File: src/rtl/seg7_pkg.sv
`default_nettype none
// ============================================================================
// Package : seg7_pkg
// Brief   : Shared types and constants for the 7-segment scan controller.
// Rev     : 1.0  initial release
// ============================================================================
package seg7_pkg;

  typedef enum logic [0:0] {
    ST_GUARD = 1'b0,
    ST_ON    = 1'b1
  } seg7_state_e;

  localparam int NUM_DIGITS = 4;

  localparam logic [6:0] SEG_OFF = 7'h00;

  // Active-high {g,f,e,d,c,b,a} glyphs; entry n is hex digit n.
  localparam logic [15:0][6:0] SEG_PAT = {
    7'h71,  // F
    7'h79,  // E
    7'h5E,  // d
    7'h39,  // C
    7'h7C,  // b
    7'h77,  // A
    7'h6F,  // 9
    7'h7F,  // 8
    7'h07,  // 7
    7'h7D,  // 6
    7'h6D,  // 5
    7'h66,  // 4
    7'h4F,  // 3
    7'h5B,  // 2
    7'h06,  // 1
    7'h3F   // 0
  };

endpackage
`default_nettype wire

File: src/rtl/seg7_hex_decode.sv
`default_nettype none
// ============================================================================
// Module  : seg7_hex_decode
// Brief   : Combinational hex nibble to active-high {g..a} segment pattern.
// Rev     : 1.0  initial release
// ============================================================================
module seg7_hex_decode
  import seg7_pkg::*;
(
  input  logic [3:0] i_nibble,
  output logic [6:0] o_seg
);

  assign o_seg = SEG_PAT[i_nibble];

endmodule
`default_nettype wire

File: src/rtl/seg7_scan_ctrl.sv
`default_nettype none
// ============================================================================
// Module  : seg7_scan_ctrl
// Brief   : Four-digit time-multiplexed 7-segment scan controller; new values
//           are swapped in only at frame boundaries.
// Options : SEG7_LEADING_ZERO_BLANK_EN darkens leading-zero digits 3..1.
// Rev     : 1.0  initial release
// ============================================================================
module seg7_scan_ctrl
  import seg7_pkg::*;
#(
  parameter int unsigned PRESCALE   = 50000,
  parameter int unsigned GUARD      = 64,
  parameter bit          ACTIVE_LOW = 1'b1
) (
  input  logic                  clk,
  input  logic                  reset,
  input  logic                  load_valid,
  output logic                  load_ready,
  input  logic [15:0]           load_value,
  input  logic [NUM_DIGITS-1:0] blank_mask,
  output logic [6:0]            seg,
  output logic [NUM_DIGITS-1:0] dig_en,
  output logic                  frame_done
);

  localparam logic [31:0]           c_ON_LAST    = PRESCALE - 32'd1;
  localparam logic [31:0]           c_GUARD_LAST = GUARD - 32'd1;
  localparam bit                    c_GUARD_EN   = (GUARD != 0);
  localparam logic [6:0]            c_SEG_POL    = ACTIVE_LOW ? 7'h7F : 7'h00;
  localparam logic [NUM_DIGITS-1:0] c_DIG_POL    = ACTIVE_LOW ? 4'hF : 4'h0;

  seg7_state_e           r_state;
  seg7_state_e           w_state_nxt;
  logic [1:0]            r_idx;
  logic [1:0]            w_idx_nxt;
  logic [31:0]           r_cnt;
  logic [31:0]           w_cnt_nxt;
  logic                  w_frame_end;

  logic [15:0]           r_disp;
  logic [15:0]           r_pend;
  logic                  r_pend_full;
  logic                  w_pend_full_nxt;
  logic                  r_load_ready;
  logic                  w_accept;

  logic [3:0]            w_nibble;
  logic [6:0]            w_pat;
  logic [NUM_DIGITS-1:0] w_lz;
  logic                  w_dark;
  logic [6:0]            w_seg_ah;
  logic [NUM_DIGITS-1:0] w_dig_ah;

  logic [6:0]            r_seg;
  logic [NUM_DIGITS-1:0] r_dig_en;
  logic                  r_frame_done;

  // --------------------------------------------------------------------------
  // Scan FSM
  // --------------------------------------------------------------------------
  always_ff @(posedge clk or posedge reset) begin
    if (reset) begin
      r_state <= ST_GUARD;
      r_idx   <= 2'd0;
      r_cnt   <= 32'd0;
    end else begin
      r_state <= w_state_nxt;
      r_idx   <= w_idx_nxt;
      r_cnt   <= w_cnt_nxt;
    end
  end

  always_comb begin
    w_state_nxt = r_state;
    w_idx_nxt   = r_idx;
    w_cnt_nxt   = r_cnt + 32'd1;
    w_frame_end = 1'b0;
    case (r_state)
      ST_GUARD: begin
        // With no guard time this state is only ever passed through after reset.
        if (!c_GUARD_EN || (r_cnt == c_GUARD_LAST)) begin
          w_state_nxt = ST_ON;
          w_cnt_nxt   = 32'd0;
        end
      end
      ST_ON: begin
        if (r_cnt == c_ON_LAST) begin
          w_cnt_nxt   = 32'd0;
          w_state_nxt = c_GUARD_EN ? ST_GUARD : ST_ON;
          if (r_idx == 2'd3) begin
            w_idx_nxt   = 2'd0;
            w_frame_end = 1'b1;
          end else begin
            w_idx_nxt = r_idx + 2'd1;
          end
        end
      end
      default: begin
        w_state_nxt = ST_GUARD;
        w_idx_nxt   = 2'd0;
        w_cnt_nxt   = 32'd0;
      end
    endcase
  end

  // --------------------------------------------------------------------------
  // Load handshake and frame-boundary swap
  // --------------------------------------------------------------------------
  assign w_accept = load_valid && r_load_ready;

  always_comb begin
    w_pend_full_nxt = r_pend_full;
    if (w_frame_end && r_pend_full) begin
      w_pend_full_nxt = 1'b0;
    end
    if (w_accept) begin
      w_pend_full_nxt = 1'b1;
    end
  end

  always_ff @(posedge clk or posedge reset) begin
    if (reset) begin
      r_disp       <= 16'h0000;
      r_pend       <= 16'h0000;
      r_pend_full  <= 1'b0;
      r_load_ready <= 1'b1;
    end else begin
      r_pend_full  <= w_pend_full_nxt;
      r_load_ready <= !w_pend_full_nxt;
      // A value accepted in the boundary cycle lands in pending, never in r_disp.
      if (w_frame_end && r_pend_full) begin
        r_disp <= r_pend;
      end
      if (w_accept) begin
        r_pend <= load_value;
      end
    end
  end

  // --------------------------------------------------------------------------
  // Digit drive
  // --------------------------------------------------------------------------
  assign w_nibble = r_disp[{r_idx, 2'b00} +: 4];

  seg7_hex_decode u_hex_decode (
    .i_nibble (w_nibble),
    .o_seg    (w_pat)
  );

  always_comb begin
    w_lz = '0;
`ifdef SEG7_LEADING_ZERO_BLANK_EN
    w_lz[3] = (r_disp[15:12] == 4'h0);
    w_lz[2] = w_lz[3] && (r_disp[11:8] == 4'h0);
    w_lz[1] = w_lz[2] && (r_disp[7:4] == 4'h0);
`endif
  end

  assign w_dark   = blank_mask[r_idx] | w_lz[r_idx];
  assign w_seg_ah = (r_state == ST_ON) ? w_pat : SEG_OFF;
  assign w_dig_ah = ((r_state == ST_ON) && !w_dark) ? (4'b0001 << r_idx) : '0;

  always_ff @(posedge clk or posedge reset) begin
    if (reset) begin
      r_seg        <= SEG_OFF ^ c_SEG_POL;
      r_dig_en     <= c_DIG_POL;
      r_frame_done <= 1'b0;
    end else begin
      r_seg        <= w_seg_ah ^ c_SEG_POL;
      r_dig_en     <= w_dig_ah ^ c_DIG_POL;
      r_frame_done <= w_frame_end;
    end
  end

  assign seg        = r_seg;
  assign dig_en     = r_dig_en;
  assign frame_done = r_frame_done;
  assign load_ready = r_load_ready;

endmodule
`default_nettype wire

File: config.mk
export PLATFORM = sky130hd
export DESIGN_NAME = seg7_scan_ctrl
export DESIGN_NICKNAME = d
export VERILOG_FILES = /design/src/rtl/seg7_pkg.sv /design/src/rtl/seg7_hex_decode.sv /design/src/rtl/seg7_scan_ctrl.sv
export SDC_FILE = /design/constraint.sdc
export NUM_CORES = 1
export LEC_CHECK = 0
export BUFFER_PORTS_ARGS = -buffer_cell sky130_fd_sc_hd__buf_4
export CAP_MARGIN = 20
export CORE_UTILIZATION = 51
export CTS_CLUSTER_SIZE = 28
export DETAILED_ROUTE_END_ITERATION = 12
export PLACE_DENSITY = 0.73
export SLEW_MARGIN = 0
export SYNTH_ARGS = -nofsm -noshare
export SYNTH_HDL_FRONTEND = slang
export SYNTH_HIERARCHICAL = 1
export SYNTH_SLANG_ARGS = --single-unit
File: constraint.sdc
create_clock -name clk -period 2.6 [get_ports clk]
set_input_delay 0.39 -clock clk [delete_from_list [all_inputs] [get_ports clk]]
set_output_delay 0.39 -clock clk [all_outputs]
set_load 0.02 [all_outputs]
* After elaboration in Yosys (flattened, before gate mapping)
Memory sizes are Yosys's and may differ from the RTL's. Index checks and enable logic that the tools add are counted.
Storage, ports and cells: output and inout bits 13, register bits after elaboration 81, bits in read-only memories 112, memories kept 1, logic and storage cells 49, input bits 23
Memory list:
- (no name shown) | depth 16, width 7, read ports 1, clocked after memory_dff 0, write ports 0, line seg7_hex_decode.sv:14 | assign o_seg = SEG_PAT[i_nibble];
Cells by class: mux-type cells 19, add/sub/neg operators 2, bitwise gates (word level) 4, shift operators 2, reductions and logical operators 6, $lt $le $gt $ge 2, equal/unequal tests 3
Operators with widths (count):
- two-way mux 32 bit | 2
- case mux 32 bit (2 select lines) | 1
- adder 32 x 1 -> 32 bit (second input constant) | 1
- == test 32 x 16 -> 1 bit (second input constant) | 1
- == test 32 x 6 -> 1 bit (second input constant) | 1
- indexed part select 16 x 5 -> 4 bit | 1
- two-way mux 7 bit | 2
- two-way mux 1 bit | 9
- inverter 7 bit | 1
- less-than comparator 4 x 5 -> 1 bit (second input constant) | 1
- binary-select mux 1 bit (select 2 bit) | 2
- two-way mux 4 bit | 1
- inverter 4 bit | 1
- left shift 1 x 2 -> 4 bit (first input constant) | 1
- logical AND 1 bit | 3
- less-than comparator 2 x 3 -> 1 bit (second input constant) | 1
- adder 2 x 1 -> 2 bit (second input constant) | 1
- == test 2 bit (second input constant) | 1
- zero test 1 bit | 2
- two-way mux 2 bit | 1
- case mux 1 bit (2 select lines) | 1
- AND reduction 2 bit | 1
- inverter 1 bit | 1
- OR 1 bit | 1

* Depth between registers and ports, before layout
depth after elaboration 8, depth in mapped cells 7

* By module
The synthesis kept the hierarchy.
By module, submodules not included:
- seg7_scan_ctrl | instances 1, sequential area each 2042.0 um2, cells an instance 282, area each 3631.0 um2
- seg7_hex_decode | instances 1, sequential area each 0.0 um2, cells an instance 33, area each 287.8 um2

* Worst setup path after synthesis
OpenSTA, ideal clock, no wires.
path kind reg-to-reg, from reg r_idx[0], to reg r_seg[3] (netlist: seg[3]), path slack 313 ps, stages on the path, launching flop included 8, arrival time 2225 ps, period minus slack after synthesis 2287 ps, path through dfrtp_1 > clkbuf_1 > mux4_2 > inv_1 > ha_1 > inv_1 > mux4_1 > nand2_1
On the way: word-level cells in the longest chain between the ends 5
RTL lines:
- from (decl) | line seg7_scan_ctrl.sv:35 | logic [1:0] r_idx;
- from (signal assigned) | line seg7_scan_ctrl.sv:69 | r_idx <= w_idx_nxt;
- indexed part select 16 x 5 -> 4 bit | line seg7_scan_ctrl.sv:144 | assign w_nibble = r_disp[{r_idx, 2'b00} +: 4];
- net w_nibble[1] | line seg7_scan_ctrl.sv:48 | logic [3:0] w_nibble;
- memory read (16 x 7 bit)
- two-way mux 7 bit (not written as such) | line seg7_hex_decode.sv:14
- net w_pat[3] | line seg7_scan_ctrl.sv:49 | logic [6:0] w_pat;
- two-way mux 7 bit | line seg7_scan_ctrl.sv:161 | assign w_seg_ah = (r_state == ST_ON) ? w_pat : SEG_OFF;
- inverter 7 bit (no line)
- to (signal assigned) | line seg7_scan_ctrl.sv:166 | r_seg <= SEG_OFF ^ c_SEG_POL;
- to (signal assigned) | line seg7_scan_ctrl.sv:170 | r_seg <= w_seg_ah ^ c_SEG_POL;
- to (decl) | line seg7_scan_ctrl.sv:55 | logic [6:0] r_seg;
The timed path passes the listed nets, and every way through them passes these cells. The select of a mux whose other input is x is not followed. A chain may end at the register's enable or synchronous reset.

* Worst setup path after layout
Ends and elaborated chain as after synthesis.

==> impl_metrics.tcl <==
set metrics [dict create \
    status "completed" \
    rows 31 \
    synth_common_cells "dfrtp_1 (69), nand2_1 (28), mux2_2 (27)" \
    dieArea_um2 8040 \
    syn-num-nets 350 \
    design_area_um2 4530 \
    clockRootBuffer "clkbuf_8" \
    finalHoldViolations 0 \
    synth_most_common_cell "dfrtp_1" \
    crit_fanout 10 \
    setup_viol 0 \
    drt-total-wl_um 6990 \
    cpLargestDelayFamily "multiplexers" \
    async_reset_ff_share_pct 100 \
    synth-xor-area-share_pct 6.26 \
    synth_cells 315 \
    ys_ff_latch 81 \
    worstPathRequired_ns 2.89 \
    max_stage_delay_ns 0.64 \
    grt_setup_unrepaired "false" \
    ant_nets 0 \
    gp_congestion 0.794 \
    fmax_mhz 434 \
    fin_skew_ns 0.00935 \
    avgSynthCellArea_um2 12.4 \
    synthSimpleGateAreaFrac_pct 16.8 \
    slew_viol_final 0 \
    cp_slowest_cell "mux4_2" \
    hp-class "in2async" \
    synth_top_area_cell "dfrtp_1" \
    end_kind "flop" \
    layout_setup_ws_ns 0.296 \
    synth_top_family_by_area "simple AND/OR/NAND/NOR gates" \
    viasPerCell 5.40 \
    core-area_um2 7330 \
    antenna_found_initial 0 \
    cp.buffers_inverters 2 \
    criticalPathCategory "reg2reg" \
    netlist.area_leader.share_pct 44.1 \
    p_per_area_nw_per_um2 565 \
    io_buffers 35 \
    seq_area_frac_synth_pct 52.1 \
    diodes 0 \
    critPathArrivalTime_ns 2.59 \
    min_period_ns 2.30 \
    slew_headroom_pct 52.3 \
    synth-compound-area-share_pct 2.94 \
    p_leak_uw 0.00195 \
    syn_to_final_growth_pct 15.7 \
    multi_input_area_um2 1780 \
    fin_setup_tns_ns 0 \
    finalCritPeriodShare_pct 88.6 \
    drtIter0Drc 85 \
    cts_sinks 81 \
    synth_warnings 6 \
    synth_edf_count 0 \
    first_pass_iters 4 \
    grt_usage_pct 20.4 \
    place_ws_ns 0.291 \
    numCtsBuffers 9 \
    cts_buffer_depth 2 \
    wl_per_cell_um 15.1 \
    h-tree-depth 3 \
    synthAdderAreaFrac_pct 3.83 \
    drive_gt1_share_pct 33.9 \
    synthFlopType "dfrtp_1" \
    placed_cell_area_um2 4310 \
    grt_pass1_wl_um 12100 \
    vdd.ir_drop.worst_mv 0.431 \
    grt_max_degree 31 \
    cap_violations 0 \
    cts_setup_buffers 0 \
    path_common_cell "inv_1" \
    first_global_vias 2501 \
    crit_chain "mux4_2 > inv_1 > ha_1 > inv_1 > mux4_1 > nand2_1" \
    remaining_drc_errors 0 \
    post_cts_resized 0 \
    die_height_um 89.7 \
    hpwlAfterDp_um 5110 \
    cts_tree "built" \
    initial_core_util_pct 53.5 \
    ys_types 45 \
    clkLatencyLatePin_ns 0.35 \
    netlist_area_um2 3920 \
    tightestPinTransition_ns 0.713 \
    synth.mux.area_fraction_pct 15.6 \
    ys_top_cells_by_area "dfrtp_1 (44%), dfstp_2 (8.0%), mux2_2 (7.8%), xnor2_1 (4.5%), ha_1 (3.8%)" \
    io_pins 36 \
    postCtsHoldBufs 0 \
    num_vias 2497 \
    seq_area_um2 2040 \
    grt_overflow 0 \
    nFillCells 567 \
    startpoint_type "flop" \
    layout.nets 393 \
    path_clk_slew_ns 0.09 \
    die_w_um 89.7 \
]
[power by group]
part	total, uW	leakage (uW)	switching (uW)	internal, uW
combinational	147	0.000803	56.7	89.9
clock	1030	0.000110	481	551
sequential	1380	0.00104	43.7	1340
total	2560	0.00195	581	1980
[layout make-up]
cell class                      instances  area share, %
Multi-Input combinational cell        215           39.3
Sequential cell                        81           45.0
Inverter                               10          0.828
Clock inverter                          7           2.26
Tap cell                               99           2.73
Timing Repair Buffer                   41           7.07
Clock buffer                            9           2.73
[registers in the layout (all words and copies together) (netlist names)]
register / flops
seg: 7
r_idx: 2
frame_done: 1
load_ready: 1
dig_en: 4
r_cnt: 32
r_pend_full: 1
r_disp: 16
r_pend: 16
r_state: 1
[metrics by stage]
| stage | std cells | util, % | total power (uW) | hold WS (ns) |
|---|---|---|---|---|
| after floorplan | 315 | - | 1490 | 0.455 |
| after global placement | 446 | 58.7 | 1550 | 0.475 |
| after detailed placement | 446 | 58.7 | 1560 | 0.483 |
| after CTS | 462 | 61.8 | 2590 | 0.0983 |
| after global routing | 462 | 61.8 | 2660 | 0.119 |
| final | 462 | 61.8 | 2560 | 0.0861 |
[per-layer routing]
layer / GRT usage [%] / vias up / part of all wire, %
met5: 0 / - / 0
met4: 9.09 / 0 / 2.0
met3: 4.11 / 13 / 3.2
met2: 31.3 / 39 / 45
met1: 28.2 / 1238 / 50
li1: - / 1207 / -
[placed cells by master, fill, tap and decap left out, types with 7 or more instances in the layout]
master,n
nand2_1,28
nand4_1,13
mux2_4,10
nand3_1,12
dfstp_2,12
mux2_2,27
clkbuf_8,9
inv_1,9
dfrtp_1,69
ha_1,12
buf_4,40
xnor2_1,20
nor3_1,8
nor2_1,15
and2_1,7
xor2_1,8
[cell families after synthesis]
logic type               count (synthesis)
multiplexers                            45
AND/OR/NAND/NOR                        114
flip-flops                              81
adder cells (fa/ha/maj)                 12
buffers and inverters                   19
XOR/XNOR                                28
AO/OA/AOI/OAI                           16
[worst paths after layout]
check | to | cells past startpoint | slack [ns] | from
worst max register to register | seg[3]$_DFF_PP1_ | 6 | 0.30 | r_idx[0]$_DFFE_PP0P_
worst min-delay path | r_cnt[29]$_DFF_PP0_ | 2 | 0.09 | reset
min in group clk | r_pend[15]$_DFFE_PP0P_ | 2 | 0.26 | load_value[15]
max in group asynchronous | r_cnt[5]$_DFF_PP0_ | 3 | 1.88 | reset
worst min register to register | r_cnt[26]$_DFF_PP0_ | 1 | 0.50 | r_cnt[26]$_DFF_PP0_
worst max-delay path | seg[3]$_DFF_PP1_ | 6 | 0.30 | r_idx[0]$_DFFE_PP0P_
No activity file was read; power rests on OpenSTA's default activity.
